### src/rtl/uart_led_monitor_if.sv
// uart_led_monitor_if: serial line in, LED status bus out.
//   rxd     - raw asynchronous serial line, idle high
//   ledsOut - 16-bit registered status bus
interface uart_led_monitor_if;
    logic        rxd;
    logic [15:0] ledsOut;
    modport master (output rxd, input ledsOut);
    modport slave  (input rxd, output ledsOut);
endinterface

### src/rtl/uart_led_monitor.sv
// uart_led_monitor: 7E1 serial receiver driving an LED status bus.
//   clk   - system clock, rising edge
//   reset - asynchronous, active-low
//   bus   - rxd in; ledsOut = {count[4:0], 0, busy, frame_err, parity_err, data[6:0]}
module uart_led_monitor #(
    parameter int CLKS_PER_BIT = 10417
) (
    input  logic              clk,
    input  logic              reset,
    uart_led_monitor_if.slave bus
);
    localparam int HALF = CLKS_PER_BIT / 2;
    localparam int CW   = $clog2(CLKS_PER_BIT + 1);
    typedef enum logic [2:0] {IDLE, START, DATA, PARITY, STOP, WAIT_IDLE} state_t;
    state_t        state;
    logic [1:0]    sync;
    logic [CW-1:0] cnt;
    logic [2:0]    bit_idx;
    logic [6:0]    shift;
    logic          par_bit;
    logic [15:0]   leds;
    logic          rx;
    logic          tick_half;
    logic          tick_full;
    logic          par_bad;
    assign rx          = sync[1];
    assign tick_half   = cnt == CW'(HALF - 1);
    assign tick_full   = cnt == CW'(CLKS_PER_BIT - 1);
    assign par_bad     = ^{shift, par_bit};
    assign bus.ledsOut = leds;
    // leds[10] is never written, so it stays at its reset value of 0.
    always_ff @(posedge clk or negedge reset) begin
        if (!reset) begin
            state   <= IDLE;
            sync    <= 2'b11;
            cnt     <= '0;
            bit_idx <= '0;
            shift   <= '0;
            par_bit <= 1'b0;
            leds    <= '0;
        end else begin
            sync <= {sync[0], bus.rxd};
            case (state)
                IDLE: begin
                    cnt <= '0;
                    if (!rx) begin
                        state   <= START;
                        bit_idx <= '0;
                    end
                end
                START: begin
                    cnt <= tick_half ? '0 : cnt + 1'b1;
                    if (tick_half) begin
                        state   <= rx ? IDLE : DATA;
                        leds[9] <= !rx;
                    end
                end
                DATA: begin
                    cnt <= tick_full ? '0 : cnt + 1'b1;
                    if (tick_full) begin
                        shift[bit_idx] <= rx;
                        bit_idx        <= bit_idx + 1'b1;
                        if (bit_idx == 3'd6) state <= PARITY;
                    end
                end
                PARITY: begin
                    cnt <= tick_full ? '0 : cnt + 1'b1;
                    if (tick_full) begin
                        par_bit <= rx;
                        state   <= STOP;
                    end
                end
                STOP: begin
                    cnt <= tick_full ? '0 : cnt + 1'b1;
                    if (tick_full) begin
                        leds[9] <= 1'b0;
                        if (!rx) begin
                            state     <= WAIT_IDLE;
                            leds[8:7] <= {1'b1, par_bad};
                        end else begin
                            state     <= IDLE;
                            leds[8:7] <= {1'b0, par_bad};
                            if (!par_bad) begin
                                leds[6:0]   <= shift;
                                leds[15:11] <= (&leds[15:11]) ? leds[15:11] : leds[15:11] + 5'd1;
                            end
                        end
                    end
                end
                WAIT_IDLE: if (rx) state <= IDLE;
                default: state <= IDLE;
            endcase
        end
    end
endmodule

### src/flat_wrapper.sv
// flat-port wrapper written by rule: the top's interface ports become plain ports
module uart_led_monitor_flat 
#(
    parameter int CLKS_PER_BIT = 10417
)
  (clk, reset, bus_rxd, bus_ledsOut);
  uart_led_monitor_if bus_i ();
  input  logic clk;
  input  logic reset;
  input wire logic [$bits(bus_i.rxd)-1:0] bus_rxd;
  output wire logic [$bits(bus_i.ledsOut)-1:0] bus_ledsOut;
  assign bus_i.rxd = bus_rxd;
  assign bus_ledsOut = bus_i.ledsOut;
  uart_led_monitor #(.CLKS_PER_BIT(CLKS_PER_BIT)) u_core (.clk(clk), .reset(reset), .bus(bus_i));
endmodule
### config.mk
export PLATFORM = sky130hd
export DESIGN_NAME = uart_led_monitor_flat
export DESIGN_NICKNAME = d
export VERILOG_FILES = /design/src/rtl/uart_led_monitor_if.sv /design/src/rtl/uart_led_monitor.sv /design/src/flat_wrapper.sv
export SDC_FILE = /design/constraint.sdc
export NUM_CORES = 1
export LEC_CHECK = 0
export CORE_MARGIN = 5
export CORE_UTILIZATION = 52
export DETAILED_ROUTE_END_ITERATION = 6
export PLACE_DENSITY = 0.75
export SYNTH_ARGS = -nofsm -noshare
export SYNTH_HDL_FRONTEND = slang
export SYNTH_SLANG_ARGS = --single-unit
### constraint.sdc
create_clock -name clk -period 2.35 [get_ports clk]
set_input_delay 0.705 -clock clk [delete_from_list [all_inputs] [get_ports clk]]
set_output_delay 0.705 -clock clk [all_outputs]
set_load 0.1 [all_outputs]
==> results.json <==
{
  "outcome": "finished clean",
  "drc": 0,
  "hold_depth": 0,
  "period_needed_ns": 2.26,
  "totalPowerFinal_uw": 1390,
  "grt_usage": 0.177,
  "crit_type": "reg2reg",
  "grt_overflow_total": 0,
  "die_area_sq_um": 6350,
  "portBuffers": 17,
  "area_growth_pct": 17.1,
  "critPathLaunchType": "flop",
  "path_buf_inv": 1,
  "cap_viol_max_count": 0,
  "clock_sinks": 45,
  "place_inst": 330,
  "routed_wl_microns": 5110,
  "skew_ns": 0.0155,
  "critical-path-top-delay-family": "compound AO/OA/AOI/OAI gates",
  "rsz0062_at_grt": "true",
  "cp.depth": 6,
  "cts_htree_levels": 2,
  "slew_headroom": 0.601,
  "place_area_sq_um": 2800,
  "drtIter0Drc": 147,
  "grt_max_degree": 25,
  "rows": 25,
  "drt_pre_antenna_iters": 4,
  "ant_nets": 0,
  "die_y_microns": 79.7,
  "via_per_inst": 5.74,
  "vias": 1962,
  "synth_flop_cell": "dfrtp_1",
  "num-fill-cells": 375,
  "syn-cell-area_sq_um": 2530,
  "cp.required_ns": 2.52,
  "cts_tree": "built",
  "synth.avg_cell_area_sq_um": 10.5,
  "gp_congestion": 0.843,
  "cts_buffer_depth": 2,
  "min_path_type": "reg2reg",
  "wl_per_cell_microns": 14.9,
  "start_util": 0.535,
  "numCtsBuffers": 5,
  "ys_async_sr_fraction": 1.00,
  "grt_pass1_vias": 1890,
  "finalMaxSlewViolations": 0,
  "cp_slowest_cell": "or3b_2",
  "fin_cells": 342,
  "setup_tns_ns": 0,
  "path_max_fanout": 7,
  "clk-insertion-delay-late_ns": 0.30,
  "yosysWarnings": 1,
  "ys_seq_elements": 45,
  "ios": 19,
  "cts_root_buf": "clkbuf_8",
  "die_w_microns": 79.7,
  "clock.fmax_mhz": 443,
  "synth-edff-count": 0,
  "final_layout_size_suffix_gt1_frac": 0.298,
  "p_leak_uw": 0.00140,
  "core_area_sq_um": 4720,
  "final_nets": 283,
  "powerDensity_nw_per_um2": 468,
  "hold_violations": 0,
  "final_area_sq_um": 2960,
  "endpoint_kind": "flop",
  "reg2reg_depth": 6,
  "ir_drop_v": 0.000306,
  "slowest_delay_ns": 0.54,
  "grt_pass1_wl_microns": 8910,
  "worst_pin_slew_ns": 0.593,
  "cp.arrival_ns": 2.43,
  "hpwl_microns": 3810,
  "synth_nets": 249,
  "num_antenna_cells": 0,
  "yosysSeqAreaShare": 0.447,
  "ys_types": 54,
  "crit_path_cell_trace": "or3b_2, o41ai_4, buf_4, o22ai_1, o21ai_0, o31ai_1",
  "clkTransAtPathRegs_ns": 0.09,
  "fin_util": 0.626,
  "setup_viol": 0,
  "synthCells": 240,
  "fin_crit_sh": 0.961,
  "antenna_found_initial": 0
}
-- cells in the final DEF (no fill, tap or decap), drive strengths merged, types with 2 or more instances in the layout --
master  instances
a21oi           3
and2            2
and3            5
buf            37
clkbuf          6
clkinv          2
dfrtp          43
dfstp           2
ha              6
inv             5
mux2           18
mux2i           4
nand2          14
nand3          12
nand4           8
nor2           23
nor3            8
nor4            3
nor4b           2
o21ai          22
o22ai           4
o31ai           8
o41ai           4
xnor2           6
xor2            8
-- cell type report --
class,count,area (sq um),share of cell area
tap,67,83.8,0.0283
inverter,6,22.5,0.00761
timing repair buffer,38,298,0.101
clock inverter,2,38.8,0.0131
multi-input combinational,178,1310,0.444
clock buffer,6,72.6,0.0245
sequential,45,1130,0.382
-- logic make-up (layout without fill, tap and decap cells) --
logic type | after synthesis | after routing | share of synthesized area
fa+ha+maj | 6 | 6 | 0.0297
buf+inv | 17 | 52 | 0.0406
simple gates | 88 | 88 | 0.207
other cells | 1 | 1 | 0.00148
xor+xnor | 14 | 14 | 0.0485
flops | 45 | 45 | 0.447
mux | 22 | 22 | 0.0960
compound gates | 47 | 47 | 0.130
-- routing by layer --
layer | track usage | up-vias | share of wire
met1 | 0.252 | 964 | 0.47
met4 | 0.0601 | 0 | 0.014
met2 | 0.270 | 44 | 0.48
met5 | 0 | - | 0
li1 | - | 947 | -
met3 | 0.0350 | 7 | 0.040
-- state kept, by name (all words and copies together), names as in the netlist --
signal,count
u_core.state,3
u_core.sync,2
u_core.bus.ledsOut,15
u_core.cnt,14
u_core.bit_idx,3
u_core.shift,7
u_core.par_bit,1
-- synthesized netlist by cell type, types with 4 or more instances --
cell | number | area [sq um]
dfrtp_1 | 43 | 1080
nor2_1 | 22 | 82.6
o21ai_0 | 22 | 110
mux2_2 | 18 | 203
nand2_1 | 14 | 52.6
nand3_1 | 12 | 60.1
o31ai_1 | 8 | 60.1
xor2_1 | 8 | 70.1
nand4_1 | 7 | 43.8
ha_1 | 6 | 75.1
nor3_1 | 6 | 30.0
xnor2_1 | 6 | 52.6
inv_1 | 5 | 18.8
mux2i_1 | 4 | 40.0
-- worst paths after layout --
path                                start              to  slack, ns
setup / recovery            u_core.cnt[7]   u_core.cnt[3]       0.09
hold / removal             u_core.sync[0]  u_core.sync[1]       0.36
max in group asynchronous           reset  u_core.sync[1]       1.39
setup reg to reg            u_core.cnt[7]   u_core.cnt[3]       0.09
hold reg to reg            u_core.sync[0]  u_core.sync[1]       0.36
min in group asynchronous           reset   u_core.cnt[1]       0.38
-- where the power goes --
group / total [uW] / internal [uW] / switching (uW)
clock: 575 / 319 / 256
sequential: 780 / 777 / 3.50
combinational: 30.0 / 6.16 / 23.9
-- per-stage QoR --
step	setup WS [ns]	hold slack, ns
4_1_cts	0.00594	0.361
6_report	0.0912	0.360
3_3_place_gp	0.0625	0.347
3_5_place_dp	-0.0312	0.349
2_1_floorplan	0.0889	0.345
5_1_grt	-0.0382	0.372
-- worst register-to-register path: cells and delay by family, from the launching register on --
kind                   cells  cell delay [ns]
AOI/OAI and AO/OA          4             0.95
buffers and inverters      1             0.20
DFF                        1             0.46
and+or+nand+nor            1             0.54
-- repair_timing --
action	in CTS	in global routing
endpoints found under the setup margin	3	18
setup buffers	0	4
hold buffers	0	0
pin swaps	1	2
gates resized for setup	2	4
(Power assumes the default switching activity.)
